## src/rtl/gf180mcu_fd_sc_mcu7t5v0__bufz_bus_arb.sv

```systemverilog
`default_nettype none
// ============================================================================
// Module   : gf180mcu_fd_sc_mcu7t5v0__bufz_bus_arb
// Brief    : Round-robin arbiter / break-before-make enable sequencer for a
//            shared bufz tristate bus, with tenure hold timeout.
//            Optional macro GF180MCU_BUFZ_ARB_PARK_EN parks the bus on the
//            last owner while idle.
// Revision : 1.0 - initial release
// ============================================================================
module gf180mcu_fd_sc_mcu7t5v0__bufz_bus_arb #(
    parameter int N        = 4,
    parameter int DEAD_CYC = 1,
    parameter int MAX_HOLD = 16
) (
    input  logic         CLK,
    input  logic         RST,
    input  logic [N-1:0] REQ,
    output logic [N-1:0] GNT,
    output logic [N-1:0] EN,
    output logic         BUSY
);

    localparam int c_IDX_W      = $clog2(N);
    localparam int c_HOLD_SAT_I = (MAX_HOLD > 0) ? MAX_HOLD : 1;
    localparam int c_HOLD_W     = $clog2(c_HOLD_SAT_I + 1);
    localparam int c_DEAD_W     = $clog2(DEAD_CYC + 1);

    localparam logic [c_HOLD_W-1:0] c_HOLD_SAT  = c_HOLD_W'(c_HOLD_SAT_I);
    localparam logic [c_DEAD_W-1:0] c_DEAD_LAST = c_DEAD_W'(DEAD_CYC);
    localparam logic [c_DEAD_W-1:0] c_DEAD_ONE  = c_DEAD_W'(1);
    localparam logic [c_HOLD_W-1:0] c_HOLD_ONE  = c_HOLD_W'(1);
    localparam logic [c_IDX_W-1:0]  c_LAST_IDX  = c_IDX_W'(N - 1);
    localparam logic [c_IDX_W:0]    c_N_EXT     = (c_IDX_W + 1)'(N);

    typedef enum logic [1:0] {
        S_IDLE  = 2'b00,
        S_DRIVE = 2'b01,
        S_DEAD  = 2'b10
    } state_t;

    state_t               r_state;
    logic [c_IDX_W-1:0]   r_rr_ptr;
    logic [c_IDX_W-1:0]   r_owner;
    logic [c_HOLD_W-1:0]  r_hold;
    logic [c_DEAD_W-1:0]  r_dead;

    state_t               w_state_nx;
    logic [c_IDX_W-1:0]   w_rr_nx;
    logic [c_IDX_W-1:0]   w_owner_nx;
    logic [c_HOLD_W-1:0]  w_hold_nx;
    logic [c_DEAD_W-1:0]  w_dead_nx;
    logic [N-1:0]         w_gnt_nx;
    logic [N-1:0]         w_en_nx;
    logic                 w_busy_nx;

`ifdef GF180MCU_BUFZ_ARB_PARK_EN
    logic                 r_parked;
    logic                 w_parked_nx;
`endif

    logic                 w_any;
    logic                 w_found;
    logic [c_IDX_W:0]     w_arb_sum;
    logic [c_IDX_W-1:0]   w_win;
    logic [N-1:0]         w_others;
    logic                 w_timeout;
    logic                 w_release;

    function automatic logic [N-1:0] f_onehot(input logic [c_IDX_W-1:0] idx);
        f_onehot = {{(N-1){1'b0}}, 1'b1} << idx;
    endfunction

    // First asserted request at or after the RR pointer, wrapping N-1 -> 0.
    always_comb begin
        w_any     = |REQ;
        w_found   = 1'b0;
        w_win     = '0;
        w_arb_sum = '0;
        for (int k = 0; k < N; k++) begin
            w_arb_sum = {1'b0, r_rr_ptr} + (c_IDX_W + 1)'(k);
            if (w_arb_sum >= c_N_EXT) begin
                w_arb_sum = w_arb_sum - c_N_EXT;
            end
            if (!w_found && REQ[w_arb_sum[c_IDX_W-1:0]]) begin
                w_found = 1'b1;
                w_win   = w_arb_sum[c_IDX_W-1:0];
            end
        end
    end

    always_comb begin
        w_others  = REQ & ~f_onehot(r_owner);
        w_timeout = (MAX_HOLD != 0) && (r_hold >= c_HOLD_SAT) && (|w_others);
        w_release = !REQ[r_owner] || w_timeout;
    end

    always_comb begin
        w_state_nx  = r_state;
        w_rr_nx     = r_rr_ptr;
        w_owner_nx  = r_owner;
        w_hold_nx   = r_hold;
        w_dead_nx   = r_dead;
`ifdef GF180MCU_BUFZ_ARB_PARK_EN
        w_parked_nx = r_parked;
`endif
        case (r_state)
            S_IDLE: begin
                if (w_any) begin
`ifdef GF180MCU_BUFZ_ARB_PARK_EN
                    // A new owner must wait for the parked driver to turn off.
                    if (r_parked && (w_win != r_owner)) begin
                        w_state_nx  = S_DEAD;
                        w_dead_nx   = c_DEAD_ONE;
                        w_parked_nx = 1'b0;
                    end else begin
                        w_state_nx  = S_DRIVE;
                        w_owner_nx  = w_win;
                        w_hold_nx   = c_HOLD_ONE;
                        w_parked_nx = 1'b0;
                    end
`else
                    w_state_nx = S_DRIVE;
                    w_owner_nx = w_win;
                    w_hold_nx  = c_HOLD_ONE;
`endif
                end
            end
            S_DRIVE: begin
                if (w_release) begin
                    w_rr_nx   = (r_owner == c_LAST_IDX) ? '0 : r_owner + 1'b1;
                    w_hold_nx = '0;
`ifdef GF180MCU_BUFZ_ARB_PARK_EN
                    if (!w_any) begin
                        w_state_nx  = S_IDLE;
                        w_parked_nx = 1'b1;
                    end else begin
                        w_state_nx = S_DEAD;
                        w_dead_nx  = c_DEAD_ONE;
                    end
`else
                    w_state_nx = S_DEAD;
                    w_dead_nx  = c_DEAD_ONE;
`endif
                end else if (r_hold != c_HOLD_SAT) begin
                    w_hold_nx = r_hold + 1'b1;
                end
            end
            S_DEAD: begin
                // REQ is only looked at on the edge that ends the last dead cycle.
                if (r_dead >= c_DEAD_LAST) begin
                    w_dead_nx = '0;
                    if (w_any) begin
                        w_state_nx = S_DRIVE;
                        w_owner_nx = w_win;
                        w_hold_nx  = c_HOLD_ONE;
                    end else begin
                        w_state_nx = S_IDLE;
                    end
                end else begin
                    w_dead_nx = r_dead + 1'b1;
                end
            end
            default: begin
                w_state_nx = S_IDLE;
            end
        endcase

        w_busy_nx = (w_state_nx == S_DRIVE);
        w_gnt_nx  = w_busy_nx ? f_onehot(w_owner_nx) : '0;
        w_en_nx   = w_gnt_nx;
`ifdef GF180MCU_BUFZ_ARB_PARK_EN
        if ((w_state_nx == S_IDLE) && w_parked_nx) begin
            w_en_nx = f_onehot(w_owner_nx);
        end
`endif
    end

    always_ff @(posedge CLK or posedge RST) begin
        if (RST) begin
            r_state  <= S_IDLE;
            r_rr_ptr <= '0;
            r_owner  <= '0;
            r_hold   <= '0;
            r_dead   <= '0;
            GNT      <= '0;
            EN       <= '0;
            BUSY     <= 1'b0;
        end else begin
            r_state  <= w_state_nx;
            r_rr_ptr <= w_rr_nx;
            r_owner  <= w_owner_nx;
            r_hold   <= w_hold_nx;
            r_dead   <= w_dead_nx;
            GNT      <= w_gnt_nx;
            EN       <= w_en_nx;
            BUSY     <= w_busy_nx;
        end
    end

`ifdef GF180MCU_BUFZ_ARB_PARK_EN
    always_ff @(posedge CLK or posedge RST) begin
        if (RST) begin
            r_parked <= 1'b0;
        end else begin
            r_parked <= w_parked_nx;
        end
    end
`endif

endmodule
`default_nettype wire

```

## config.mk

```make
export PLATFORM = sky130hd
export DESIGN_NAME = gf180mcu_fd_sc_mcu7t5v0__bufz_bus_arb
export DESIGN_NICKNAME = d
export VERILOG_FILES = /design/src/rtl/gf180mcu_fd_sc_mcu7t5v0__bufz_bus_arb.sv
export SDC_FILE = /design/constraint.sdc
export NUM_CORES = 1
export LEC_CHECK = 0
export CAP_MARGIN = 15
export CORE_MARGIN = 1
export CORE_UTILIZATION = 35
export CTS_CLUSTER_DIAMETER = 30
export DETAILED_ROUTE_END_ITERATION = 12
export GPL_ROUTABILITY_DRIVEN = 0
export GPL_TIMING_DRIVEN = 0
export SLEW_MARGIN = 25
export SYNTH_ARGS = -nofsm -noshare
export SYNTH_HDL_FRONTEND = slang
export SYNTH_SLANG_ARGS = --single-unit
```

## constraint.sdc

```tcl
create_clock -name CLK -period 2.3 [get_ports CLK]
set_input_delay 0.46 -clock CLK [delete_from_list [all_inputs] [get_ports CLK]]
set_output_delay 0.46 -clock CLK [all_outputs]
set_load 0.02 [all_outputs]
```

==> out/metrics.yaml <==
timing:
  setup_viol: 0
  maxSlewViolCount: 0
  fin_tns_setup_ps: 0
  fin_hold_ws_ps: 533.7
  fin_worst_skew_ps: 6.985
  worst_pin_slew_ps: 633.3
  finalCriticalPeriod_ps: 2138
  worst_slack_ps: 161.6
  rsz0062_at_grt: "false"
  finalCritPeriodShare_pct: 92.97
  max_freq_mhz: 467.6
  finalHoldViolCount: 0
  slew_headroom_pct: 57.21
grt:
  grt-ovfl-total: 0
  grt_max_degree: 18
  grt_usage_pct: 15.40
  grt_pass1_wl_um: 3926
  grt_use_met1_pct: 20.31
  top_usage_layer: "met2"
  met2_usage_pct: 24.14
  antenna_found_initial: 0
  grt_pass1_vias: 896
  grt_util_met3_pct: 2.009
placement:
  placed_cells: 155
  place_worst_setup_slack_ps: -185.0
  hpwl_um: 1645
  io_buffers: 14
logic_synthesis:
  synth_top_area_share_pct: 38.99
  yosys-top-cells-area: "dfrtp_1 39%, ha_1 6.9%, nand2_1 4.1%, inv_1 3.8%, mux2i_1 3.7%"
  synth_warnings: 0
  syn-instance-count: 110
  synth_top_area_cell: "dfrtp_1"
  yosysSeqAreaShare_pct: 38.99
  synth.avg_cell_area_um2: 9.919
  synth_edf_count: 0
  syn-cell-area_mm2: 0.001091
  ys.flop_type: "dfrtp_1"
  ys_seq_elements: 17
  synth.most_common_cell: "dfrtp_1"
  syn_nets: 122
  synthTopCellsByCount: "17 x dfrtp_1, 12 x nand2_1, 11 x inv_1"
  synth.distinct_cells: 38
  synth-async-reset-ratio_pct: 100.0
critical_path:
  critPathCaptureType: "flop"
  crit_arrival_ps: 2350
  crit_fanout: 7
  rr_startpoint: "r_owner[0]"
  cp.required_ps: 2510
  crit_type: "input pin to flop"
  crit_start: "REQ[0]"
  start_kind: "input pin"
power:
  fin_total_pwr_mw: 1.555
  leakage_nw: 0.5812
  power_density_mw_per_mm2: 1181
  peakVddDrop_mv: 0.5598
clock_network:
  cts_tree: "done"
  cts_buffers: 3
  clkSlewWorstSetupHoldPaths_ps: 100
  clock-root-buffer: "clkbuf_4"
  htree_levels: 1
  clkLatencyLatePin_ps: 300
  cts_buffer_depth: 2
  cts_sinks: 17
routing:
  drt-initial-drc-count: 39
  wire_per_inst_um: 13.65
  drt-total-wl_um: 2198
  drcViolationCount: 3
  final_antenna_net_count: 0
  vias: 899
  vias_per_cell: 5.584
  firstDrtPassIters: 8
layout:
  final_layout_size_suffix_gt1_share_pct: 14.62
  area_delta_synth_final_pct: 20.64
  antenna_cells: 0
  finalNonFillerCells: 161
  layout.nets: 143
run:
  maxCapViolations: 0
worst_hold_path:
  hold_class: "flop to flop"
  worstHoldStart: "r_rr_ptr[0]"
floorplan:
  die_y_um: 57.83
  rows: 19
  core_mm2: 0.002853
  initial_utilization_pct: 38.25
  die_area_mm2: 0.003344
  die_w_um: 57.83
  ios: 15
outcome:
  run_status: "complete, but fails checks"
  violations: "design-rule violations"
-- worst max-delay path, cell delays in order --
cell and delay, ps:
clkdlybuf4s50_1 610, nor4_2 130, a211o_4 360, or4_4 560
a221oi_2 230
-- flip-flops by register name, indices dropped and copies added (netlist names) --
register / flops
r_hold: 5
EN: 4
r_dead: 1
r_rr_ptr: 2
r_owner: 2
r_state: 2
BUSY: 1
-- layout make-up --
class | count | area [um2]
fillers | 282 | 1536
multi-input cells | 78 | 599.3
flip-flops and latches | 17 | 425.4
repair buffers | 16 | 155.1
inverters | 11 | 41.29
well taps | 31 | 38.79
plain buffers | 4 | 30.03
clock buffers | 4 | 26.28
-- logic make-up (layout without fill, tap and decap cells) --
group                      count (synthesis)  in the layout  share of synthesized area [%]
DFF                                       17             17                          38.99
muxes                                      6              6                          5.734
and+or+nand+nor                           37             37                          18.81
AOI/OAI and AO/OA                         27             27                          21.45
xor gates and xnor gates                   2              2                          1.606
buffers and inverters                     15             35                          6.537
adders and majority gates                  6              6                          6.881
-- report_power, final --
group / internal [mW] / leakage [nW] / switching (mW)
logic: 0.396 / 0.351 / 0.450
registers: 0.413 / 0.215 / 0.131
clock network: 0.0676 / 0.0150 / 0.0977
total: 0.877 / 0.581 / 0.678
-- repair_timing --
| action | 4_1_cts | 5_1_grt |
|---|---|---|
| setup endpoints to repair | 0 | 3 |
| setup buffers | 0 | 2 |
| hold buffers | 0 | 0 |
| resized for setup | 0 | 1 |
-- final timing paths --
check,cells after the start,slack (ps),end
min in group asynchronous,2,540,EN[1]
setup / recovery,5,160,EN[1]
hold / removal,1,530,r_rr_ptr[0]
hold reg to reg,1,530,r_rr_ptr[0]
max in group asynchronous,2,1350,r_dead
setup reg to reg,7,310,EN[1]
-- metal layers --
layer,vias to the layer above,routed length (um)
li1,443,-
met1,435,1055
met2,17,1043
met3,4,62
met4,0,38
met5,-,0
-- placed cells by master (no fill, tap or decap), types with 2 or more instances in the layout --
| master | count |
|---|---|
| mux2i_1 | 4 |
| o21ai_0 | 3 |
| nand2_1 | 12 |
| a21oi_1 | 4 |
| ha_1 | 6 |
| nor2b_1 | 4 |
| dfrtp_1 | 17 |
| clkbuf_4 | 3 |
| nand2b_1 | 3 |
| a31o_2 | 2 |
| mux2_1 | 2 |
| inv_1 | 11 |
| a22oi_1 | 2 |
| nor2_1 | 3 |
| xor2_1 | 2 |
| a31oi_1 | 3 |
| buf_4 | 6 |
| nand3_1 | 7 |
| clkdlybuf4s50_1 | 14 |
-- through the flow --
step | area (um2) | util [%]
finish | 1316 | 46.14
global route | 1316 | 46.14
CTS | 1296 | 45.44
global placement | 1270 | 44.52
floorplan | 1091 | -
detailed placement | 1270 | 44.52
Note: power is estimated with default switching activity, not from simulation.
